--- config.mk ---
export PLATFORM = sky130hd
export DESIGN_NAME = paddsb_seq_flat
export DESIGN_NICKNAME = d
export VERILOG_FILES = /design/src/rtl/paddsb_seq_if.sv /design/src/rtl/paddsb_seq.sv /design/src/flat_wrapper.sv
export SDC_FILE = /design/constraint.sdc
export NUM_CORES = 1
export LEC_CHECK = 0
export CORE_MARGIN = 2
export CORE_UTILIZATION = 50
export CTS_CLUSTER_DIAMETER = 120
export DETAILED_ROUTE_END_ITERATION = 6
export PLACE_DENSITY = 0.78
export SLEW_MARGIN = 20
export SYNTH_ARGS = -nofsm -noshare
export SYNTH_HDL_FRONTEND = slang
export SYNTH_SLANG_ARGS = --single-unit
--- constraint.sdc ---
create_clock -name clk -period 4.5 [get_ports clk]
set_input_delay 0.9 -clock clk [delete_from_list [all_inputs] [get_ports clk]]
set_output_delay 0.9 -clock clk [all_outputs]
set_load 0.005 [all_outputs]
--- src/rtl/paddsb_seq_if.sv ---
// Handshake bundle for paddsb_seq: operand/mode input channel and result output channel.
// The master modport is the issuing side; the slave modport is the execution unit.
interface paddsb_seq_if;
  logic        in_valid;
  logic        in_ready;
  logic [15:0] A;
  logic [15:0] B;
  logic        sub;
  logic        out_valid;
  logic        out_ready;
  logic [15:0] Out;

  modport master (
    output in_valid, A, B, sub, out_ready,
    input  in_ready, out_valid, Out
  );

  modport slave (
    input  in_valid, A, B, sub, out_ready,
    output in_ready, out_valid, Out
  );
endinterface

--- src/rtl/paddsb_seq.sv ---
// Iterative per-lane signed saturating add/subtract (PADDSB/PSUBSB) on four 4-bit lanes,
// one lane per cycle through a single shared 4-bit datapath, valid/ready on both sides.
module paddsb_seq #(
  parameter int LANES = 4
) (
  input  logic         clk,
  input  logic         rst_n,
  paddsb_seq_if.slave  bus
);

  typedef enum logic [1:0] {
    IDLE = 2'd0,
    CALC = 2'd1,
    DONE = 2'd2
  } state_e;

  localparam logic [1:0] LAST_LANE = 2'(LANES - 1);

  state_e      state_q, state_d;
  logic [1:0]  lane_q, lane_d;
  logic [15:0] a_q, a_d;
  logic [15:0] b_q, b_d;
  logic        sub_q, sub_d;
  logic [15:0] out_q, out_d;
  logic        out_valid_q, out_valid_d;

  logic [3:0]  lane_a;
  logic [3:0]  lane_b;
  logic [3:0]  lane_res;

  // Exact 5-bit signed result; overflow out of 4 bits shows as r[4] != r[3],
  // and r[4] then carries the true sign, which picks the clamp direction.
  function automatic logic [3:0] sat_lane(input logic [3:0] a,
                                          input logic [3:0] b,
                                          input logic       do_sub);
    logic [4:0] r;
    if (do_sub) r = {a[3], a} - {b[3], b};
    else        r = {a[3], a} + {b[3], b};
    if (r[4] != r[3]) return r[4] ? 4'h8 : 4'h7;
    return r[3:0];
  endfunction

  // Shared datapath: pick the nibble of each operand selected by the lane counter.
  always_comb begin
    lane_a = a_q[3:0];
    lane_b = b_q[3:0];
    unique case (lane_q)
      2'd0: begin lane_a = a_q[3:0];   lane_b = b_q[3:0];   end
      2'd1: begin lane_a = a_q[7:4];   lane_b = b_q[7:4];   end
      2'd2: begin lane_a = a_q[11:8];  lane_b = b_q[11:8];  end
      2'd3: begin lane_a = a_q[15:12]; lane_b = b_q[15:12]; end
      default: ;
    endcase
    lane_res = sat_lane(lane_a, lane_b, sub_q);
  end

  // NOTE: every signal driven here gets a default first, so no path leaves one
  // unassigned and no latch is inferred.
  always_comb begin
    state_d     = state_q;
    lane_d      = lane_q;
    a_d         = a_q;
    b_d         = b_q;
    sub_d       = sub_q;
    out_d       = out_q;
    out_valid_d = out_valid_q;

    unique case (state_q)
      IDLE: begin
        if (bus.in_valid) begin
          a_d     = bus.A;
          b_d     = bus.B;
          sub_d   = bus.sub;
          out_d   = '0;
          lane_d  = '0;
          state_d = CALC;
        end
      end

      CALC: begin
        unique case (lane_q)
          2'd0: out_d[3:0]   = lane_res;
          2'd1: out_d[7:4]   = lane_res;
          2'd2: out_d[11:8]  = lane_res;
          2'd3: out_d[15:12] = lane_res;
          default: ;
        endcase
        lane_d = lane_q + 2'd1;
        if (lane_q == LAST_LANE) begin
          state_d     = DONE;
          out_valid_d = 1'b1;
        end
      end

      DONE: begin
        if (bus.out_ready) begin
          state_d     = IDLE;
          out_valid_d = 1'b0;
        end
      end

      default: begin
        state_d     = IDLE;
        out_valid_d = 1'b0;
      end
    endcase
  end

  // NOTE: state is updated with non-blocking assignments so every flop samples
  // the pre-edge values; the operand registers are reset too, so a reset leaves
  // no stale operands or partial result behind.
  always_ff @(posedge clk or negedge rst_n) begin
    if (!rst_n) begin
      state_q     <= IDLE;
      lane_q      <= '0;
      a_q         <= '0;
      b_q         <= '0;
      sub_q       <= 1'b0;
      out_q       <= '0;
      out_valid_q <= 1'b0;
    end else begin
      state_q     <= state_d;
      lane_q      <= lane_d;
      a_q         <= a_d;
      b_q         <= b_d;
      sub_q       <= sub_d;
      out_q       <= out_d;
      out_valid_q <= out_valid_d;
    end
  end

  assign bus.in_ready  = (state_q == IDLE);
  assign bus.out_valid = out_valid_q;
  assign bus.Out       = out_q;

endmodule

--- src/flat_wrapper.sv ---
// flat-port wrapper written by rule: the top's interface ports become plain ports
module paddsb_seq_flat 
#(
  parameter int LANES = 4
)
  (clk, rst_n, bus_in_valid, bus_A, bus_B, bus_sub, bus_out_ready, bus_in_ready, bus_out_valid, bus_Out);
  paddsb_seq_if bus_i ();
  input  logic clk;
  input  logic rst_n;
  input wire logic [$bits(bus_i.in_valid)-1:0] bus_in_valid;
  input wire logic [$bits(bus_i.A)-1:0] bus_A;
  input wire logic [$bits(bus_i.B)-1:0] bus_B;
  input wire logic [$bits(bus_i.sub)-1:0] bus_sub;
  input wire logic [$bits(bus_i.out_ready)-1:0] bus_out_ready;
  output wire logic [$bits(bus_i.in_ready)-1:0] bus_in_ready;
  output wire logic [$bits(bus_i.out_valid)-1:0] bus_out_valid;
  output wire logic [$bits(bus_i.Out)-1:0] bus_Out;
  assign bus_i.in_valid = bus_in_valid;
  assign bus_i.A = bus_A;
  assign bus_i.B = bus_B;
  assign bus_i.sub = bus_sub;
  assign bus_i.out_ready = bus_out_ready;
  assign bus_in_ready = bus_i.in_ready;
  assign bus_out_valid = bus_i.out_valid;
  assign bus_Out = bus_i.Out;
  paddsb_seq #(.LANES(LANES)) u_core (.clk(clk), .rst_n(rst_n), .bus(bus_i));
endmodule
Yosys cells after proc, flatten, opt, wreduce, memory -nomap -nowiden --
Index checks and enable logic that the tools add are counted.
Cells by class: add/sub/neg operators 3, eq/ne operators 12, mux-type cells 22, bitwise gates (word level) 1, reductions and logical operators 11
Operators with widths (number):
- case mux 16 bit (2 select lines) | 1
- case mux 4 bit (4 select lines) | 2
- 2-to-1 mux 4 bit | 7
- AND reduction 3 bit | 6
- 2-to-1 mux 16 bit | 1
- inequality test 2 bit, second input constant | 5
- 2-to-1 mux 2 bit | 4
- equality test 2 bit, second input constant | 3
- case mux 2 bit (3 select lines) | 1
- adder 4 x 4 -> 5 bit | 1
- 2-to-1 mux 5 bit | 1
- subtractor 4 x 4 -> 5 bit | 1
- equality test 2 x 1 -> 1 bit, second input constant | 2
- logical NOT 2 bit | 2
- case mux 2 bit (2 select lines) | 1
- AND reduction 2 bit | 2
- 2-to-1 mux 1 bit | 3
- case mux 1 bit (3 select lines) | 1
- adder 2 x 1 -> 2 bit, second input constant | 1
- inequality test 2 x 1 -> 1 bit, second input constant | 1
- nonzero test 2 bit | 1
- inequality test 1 bit | 1
- inverter 1 bit | 1
Word-level totals: register bits after elaboration 54, bits of input ports 37, output and inout bits 18, logic and storage cells 59

Logic depth before layout (Yosys ltp) --
Gate-level depths: netlist of run 1.
word-level depth 9, gate-level depth with buffers 16

Worst setup path before layout of run 1 --
OpenSTA, ideal clock, no wires.
path type reg2reg, from register u_core.lane_q[0], to register u_core.out_q[12], in the netlist u_core.bus.Out[12], setup time 0.077 ns, arrival 3.278 ns, required time 4.423 ns, setup slack 1.146 ns, stages on the path, launching flop included 15, path buffers 1, period minus slack after synthesis 3.354 ns, cell sequence dfrtp_1 ha_1 a222oi_1 nor3_1 xnor2_1 o21ai_0 fa_1 a21o_1 a21oi_1 xnor2_1 nand3_1 and2_1 buf_6 maj3_2 o21ai_1
On the way: longest elaborated chain between the ends 9, elaborated cells between the ends (all ways) 18
RTL lines:
- start, declared | line paddsb_seq.sv:20 | logic [1:0] lane_q, lane_d;
- start signal, assigned | line paddsb_seq.sv:123 | lane_q <= lane_d;
- equality test 2 bit, or another cell as far along | line paddsb_seq.sv:47, paddsb_seq.sv:81
- case mux 4 bit (4 select lines) | line paddsb_seq.sv:47 | unique case (lane_q)
- adder 4 x 4 -> 5 bit / subtractor 4 x 4 -> 5 bit (equally long branches) | line paddsb_seq.sv:38, paddsb_seq.sv:37
- 2-to-1 mux 5 bit | line paddsb_seq.sv:37 | if (do_sub) r = {a[3], a} - {b[3], b};
- 2-to-1 mux 4 bit / inequality test 1 bit (equally long branches) | line paddsb_seq.sv:39 | if (r[4] != r[3]) return r[4] ? 4'h8 : 4'h7;
- 2-to-1 mux 4 bit / 2-to-1 mux 1 bit (equally long branches) | line paddsb_seq.sv:39
- 2-to-1 mux 4 bit | line paddsb_seq.sv:40 | return r[3:0];
- 2-to-1 mux 4 bit | line paddsb_seq.sv:81 | unique case (lane_q)
- case mux 16 bit (2 select lines) | line paddsb_seq.sv:68 | unique case (state_q)
- end signal, assigned | line paddsb_seq.sv:127 | out_q <= out_d;
- end, declared | line paddsb_seq.sv:24 | logic [15:0] out_q, out_d;
Parallel ways exist; a longest one is shown, timed or not. The select of a mux whose other input is x is not followed. A chain may end at the register's enable or synchronous reset.

Worst setup path after layout of run 1 --
from register u_core.lane_q[0], to register u_core.out_q[4], in the netlist u_core.bus.Out[4]
On the way: longest elaborated chain between the ends 9, elaborated cells between the ends (all ways) 18
RTL lines (line):
- equality test 2 bit, or another cell as far along | paddsb_seq.sv:47
- case mux 4 bit (4 select lines) | paddsb_seq.sv:47
- adder 4 x 4 -> 5 bit / subtractor 4 x 4 -> 5 bit (equally long branches) | paddsb_seq.sv:38, paddsb_seq.sv:37
- 2-to-1 mux 5 bit | paddsb_seq.sv:37
- 2-to-1 mux 4 bit / inequality test 1 bit (equally long branches) | paddsb_seq.sv:39
- 2-to-1 mux 4 bit / 2-to-1 mux 1 bit (equally long branches) | paddsb_seq.sv:39
- 2-to-1 mux 4 bit | paddsb_seq.sv:40
- 2-to-1 mux 4 bit | paddsb_seq.sv:81
- case mux 16 bit (2 select lines) | paddsb_seq.sv:68
Parallel ways exist; a longest one is shown, timed or not. The select of a mux whose other input is x is not followed.

==> results of run 1 <==
## cells by family (layout without fill, tap and decap cells)
kind of cell | after synthesis | after routing
xor gates and xnor gates | 7 | 7
AOI/OAI and AO/OA | 65 | 65
DFF | 54 | 54
buffers and inverters | 20 | 69
and+or+nand+nor | 154 | 154
adders and majority gates | 11 | 11
## cell type report
cell class / count / area [µm²]
Clock inverter: 1 / 5.005
Clock buffer: 7 / 86.33
Timing Repair Buffer: 57 / 558.0
Sequential cell: 54 / 1351
Tap cell: 70 / 87.58
Inverter: 4 / 15.01
Fill cell: 437 / 1799
Multi-Input combinational cell: 237 / 1270
## layer usage
metal  part of all wire  GRT usage  wire length, µm
met2               0.49     0.3534             2902
met3              0.046    0.04302              271
met4              0.015    0.06607               87
met1               0.45     0.2792             2641
met5                  0          0                0
## critical path: stages (launching register included)
cell,delay [ps]
dfrtp_1,430
inv_1,100
ha_1,400
clkinv_1,310
nor2_1,280
nor3_1,90
xnor2_1,180
o21ai_0,160
fa_1,470
a21o_1,180
a21oi_1,170
xnor2_1,150
nand3_1,170
and2_1,280
maj3_2,380
o21ai_1,140
## sequential cells by signal (all words and copies together), names as in the netlist
name,flops
u_core.bus.out_valid,1
u_core.state_q,2
u_core.bus.Out,16
u_core.b_q,16
u_core.a_q,16
u_core.sub_q,1
u_core.lane_q,2
## worst paths after layout
kind	startpoint	depth (start not counted)	end	slack (ps)
worst max-delay path	u_core.lane_q[0]	15	u_core.bus.Out[4]	530
worst min-delay path	u_core.a_q[12]	2	u_core.a_q[12]	490
worst max register to register	u_core.lane_q[0]	15	u_core.bus.Out[4]	530
worst min register to register	u_core.a_q[12]	2	u_core.a_q[12]	490
max in group asynchronous	rst_n	2	u_core.lane_q[1]	3340
min in group asynchronous	rst_n	2	u_core.bus.out_valid	680
## layout by cell type (no fill, tap or decap), types with 4 or more instances in the layout
cell type / Yosys / routed
nand2_1: 124 / 124
a31o_2: 4 / 4
clkbuf_8: 0 / 6
o31ai_1: 9 / 9
nand3_1: 5 / 5
o21bai_1: 4 / 4
clkdlybuf4s50_1: 0 / 53
o21ai_0: 9 / 9
a222oi_1: 6 / 6
o21ai_1: 8 / 8
a21oi_1: 14 / 14
dfrtp_1: 54 / 54
xnor2_1: 5 / 5
nor2_1: 11 / 11
ha_1: 7 / 7
## metrics by stage
step,hold slack (ps),setup slack (ps)
after floorplan,444.6,1146
after global placement,460.3,764.6
after detailed placement,467.4,605.5
after CTS,490.2,532.1
after global routing,505.3,70.42
final,485.0,526.6
==> results.py, run 1 <==
metrics = {
    "floorplanning": {
        "dieArea_mm2": 0.006036,
        "num_rows": 26,
        "die_h_um": 77.69,
        "core_area_mm2": 0.005172,
        "chipWidth_um": 77.69,
        "start_util": 0.5249,
        "num_io_pins": 55,
    },
    "grt": {
        "grt_pass1_vias": 2261,
        "antenna_found_initial": 0,
        "grt_overflow": 0,
        "grt_max_degree": 55,
        "grt_pass1_wl_um": 10340,
        "gr-usage-all-layers": 0.2123,
    },
    "clock_network": {
        "cts-root-buf": "clkbuf_8",
        "cts_buffers": 5,
        "post_cts_buffers": 0,
        "cts.hold.buffers_added": 0,
        "cts_tree": "yes",
        "clock_latency_ps": 310,
        "clk_pin_slew_ps": 100,
        "ctsHtreeMaxLevel": 2,
        "cts_sinks": 54,
        "ctsResizeCount": 0,
        "clock_tree.buffer_depth": 2,
    },
    "detailed_routing": {
        "routed_wl_um": 5903,
        "avgRoutedWirePerCell_um": 13.73,
        "firstDrtPassIters": 4,
        "routed_via_density": 5.284,
        "postRouteAntennaNets": 0,
        "drt_iter0_markers": 143,
        "drc": 0,
        "vias": 2272,
    },
    "yosys": {
        "yosys_warnings": 0,
        "synth_xor_area_frac": 0.02258,
        "synth_top_area_frac": 0.4977,
        "synth_area_leaders": "dfrtp_1, nand2_1, ha_1",
        "async_flop_share": 1.000,
        "synthFlopType": "dfrtp_1",
        "syn_inst": 311,
        "synth_most_common_cell": "nand2_1",
        "synthAdderAreaFrac": 0.05161,
        "synth_top_family_by_area": "simple AND/OR/NAND/NOR gates",
        "yosysSeqAreaShare": 0.4977,
        "ys_ff_latch": 54,
        "synthSimpleGateAreaFrac": 0.2304,
        "syn_nets": 356,
        "synth_mux_area_frac": 0,
        "synth_area_leader_cell": "dfrtp_1",
        "synth_cell_type_count": 42,
        "synth-edff-count": 0,
        "synth_area_mm2": 0.002715,
        "yosys-top-cells-count": "nand2_1, dfrtp_1, a21oi_1, nor2_1",
        "synth_compound_area_frac": 0.1622,
        "syn_avg_cell_area_um2": 8.730,
    },
    "final_layout": {
        "drive_above_1_share": 0.05278,
        "fin_cells": 430,
        "diodes": 0,
        "fin_util": 0.6522,
        "nets": 404,
        "stdcell_area_mm2": 0.003373,
        "syn_to_final_growth_pct": 24.24,
    },
    "placed_design": {
        "placed_cells": 422,
        "globalplace.congestion": 0.8673,
        "dp.final_hpwl_um": 4278,
        "port_buffers": 54,
        "place_area_mm2": 0.003279,
    },
    "sta": {
        "tightest_slew_ps": 671.6,
        "final.setup.tns_ps": 0,
        "fmax_mhz": 251.7,
        "drv_slew": 0,
        "report.final.setup_viol": 0,
        "hold_viol_final": 0,
        "finClkSkew_ps": 9.934,
        "rsz0062_at_grt": "no",
        "period_share": 0.8830,
        "period_needed_ps": 3973,
        "slew_headroom": 0.5523,
    },
    "worst_setup_path": {
        "worstSetupPathType": "register to register",
        "endpoint_kind": "register",
        "crit_arrival_ps": 4210,
        "start_kind": "register",
        "path_max_fanout": 13,
        "cp.required_ps": 4730,
    },
    "min_path": {
        "hp-class": "register to register",
    },
    "outcome": {
        "status": "finished, final reports clean",
    },
    "flow_run": {
        "max_cap_violations": 0,
    },
}
Power of run 1 is not shown: default switching activity piles up to over one toggle a cycle in this logic, so the estimate is an artifact.
==> run 2, diff against run 1 <==
GPL_ROUTABILITY_DRIVEN = 0   (was unset)
==> run 2 against run 1 <==
Non-clock buffer count stayed put. Cell count unchanged. Worst hold slack worse by 1.8 ps.
==> results.py, run 2 (synthesis gave the netlist of run 1 again) <==
metrics = {
    "worst_setup_path": {
        "crit_chain": "inv_1 > ha_1 > clkinv_1 > nor2_1 > nor3_1 > xnor2_1 > o21ai_1 > fa_1 > a21o_1 > a21oi_1 > xnor2_1 > a21o_1 > nand2_1 > maj3_1 > a31o_2",
        "crit_arrival_ps": 4140,
        "start_kind": "register",
        "endpoint_kind": "register",
        "cp.required_ps": 4700,
        "worstSetupPathType": "register to register",
        "slowest_delay_ps": 460,
        "path_max_fanout": 13,
        "cp_slowest_cell": "fa_1",
        "path_delay_family": "adder cells",
        "crit_buf_inv": 2,
    },
    "final_layout": {
        "drive_above_1_share": 0.05556,
        "final_cell_mix": "nand2_1, dfrtp_1, clkdlybuf4s50_1",
        "n_fill_cell": 461,
        "nets": 404,
        "syn_to_final_growth_pct": 24.38,
        "layout_commonest_cell": "nand2_1",
        "diodes": 0,
    },
    "clock_network": {
        "cts_tree": "yes",
        "ctsHtreeMaxLevel": 2,
        "ctsResizeCount": 0,
        "clk_pin_slew_ps": 90,
        "cts_buffers": 5,
        "clock_latency_ps": 300,
        "cts.hold.buffers_added": 0,
        "cts-root-buf": "clkbuf_8",
        "post_cts_buffers": 0,
        "cts_sinks": 54,
        "clock_tree.buffer_depth": 2,
    },
    "detailed_routing": {
        "routed_via_density": 5.384,
        "routed_wl_um": 5938,
        "avgRoutedWirePerCell_um": 13.81,
        "drc": 0,
        "vias": 2315,
        "postRouteAntennaNets": 0,
        "drt_iter0_markers": 166,
        "firstDrtPassIters": 5,
    },
    "sta": {
        "rsz0062_at_grt": "no",
        "final.setup.tns_ps": 0,
        "slew_headroom": 0.5576,
        "fmax_mhz": 253.9,
        "period_needed_ps": 3938,
        "finClkSkew_ps": 6.041,
        "drv_slew": 0,
        "tightest_slew_ps": 663.5,
        "period_share": 0.8751,
        "hold_viol_final": 0,
        "report.final.setup_viol": 0,
    },
    "grt": {
        "grt_pass1_wl_um": 10380,
        "gr-usage-all-layers": 0.2126,
        "antenna_found_initial": 0,
        "grt_overflow": 0,
        "grt_max_degree": 55,
        "grt_pass1_vias": 2313,
    },
    "flow_run": {
        "max_cap_violations": 0,
    },
    "placed_design": {
        "port_buffers": 54,
        "dp.final_hpwl_um": 4282,
    },
    "outcome": {
        "status": "finished, final reports clean",
    },
    "floorplanning": {
        "start_util": 0.5249,
        "dieArea_mm2": 0.006036,
        "die_h_um": 77.69,
        "chipWidth_um": 77.69,
        "num_io_pins": 55,
        "core_area_mm2": 0.005172,
        "num_rows": 26,
    },
    "min_path": {
        "hp-class": "register to register",
    },
}
==> run 2: final timing paths <==
path	startpoint	end	slack (ps)	cells after the start
worst max-delay path	u_core.lane_q[0]	u_core.bus.Out[1]	560	15
worst min-delay path	u_core.bus.Out[15]	u_core.bus.Out[15]	480	2
worst max register to register	u_core.lane_q[0]	u_core.bus.Out[1]	560	15
worst min register to register	u_core.bus.Out[15]	u_core.bus.Out[15]	480	2
max in group asynchronous	rst_n	u_core.sub_q	3350	2
min in group asynchronous	rst_n	u_core.bus.out_valid	710	2
==> run 2: layout make-up <==
cell class,instances,area [µm²],share of cell area
timing repair buffer,57,558.0,0.1652
sequential,54,1351,0.4001
clock buffer,6,82.58,0.02445
inverter,4,15.01,0.004446
tap,70,87.58,0.02594
multi-input combinational,237,1270,0.3761
clock inverter,2,12.51,0.003705
==> run 2: through the flow <==
step	hold WS, ps	area (µm²)	instances	worst slack [ps]	util
after detailed placement	462.8	3279	422	626.1	0.6340
after global routing	496.9	3377	430	152.0	0.6529
after global placement	458.8	3279	422	779.4	0.6340
after floorplan	444.6	2715	311	1146	-
after CTS	485.7	3374	430	523.6	0.6524
final	483.3	3377	430	562.2	0.6529
==> run 2: worst register-to-register path, stage by stage, from the launching register on <==
cell      delay (ps)
dfrtp_1          450
inv_1            110
ha_1             410
clkinv_1         320
nor2_1           260
nor3_1            90
xnor2_1          180
o21ai_1          130
fa_1             460
a21o_1           170
a21oi_1          170
xnor2_1          160
a21o_1           170
nand2_1           70
maj3_1           410
a31o_2           270
==> run 2: layer usage <==
| layer | vias to the layer above | part of all wire | GRT usage |
|---|---|---|---|
| li1 | 1145 | - | - |
| met4 | 0 | 0.010 | 0.06250 |
| met5 | - | 0 | 0 |
| met1 | 1097 | 0.45 | 0.2689 |
| met2 | 65 | 0.50 | 0.3681 |
| met3 | 8 | 0.044 | 0.04302 |
Power of run 2 is left out for the same reason.
==> run 3, diff against run 2 <==
ABC_CLOCK_PERIOD_IN_PS = 4500   (was unset)
==> results of run 3 <==
The final DEF is identical to that of run 2; final timing and power are the same.
Power of run 3 is left out for the same reason.
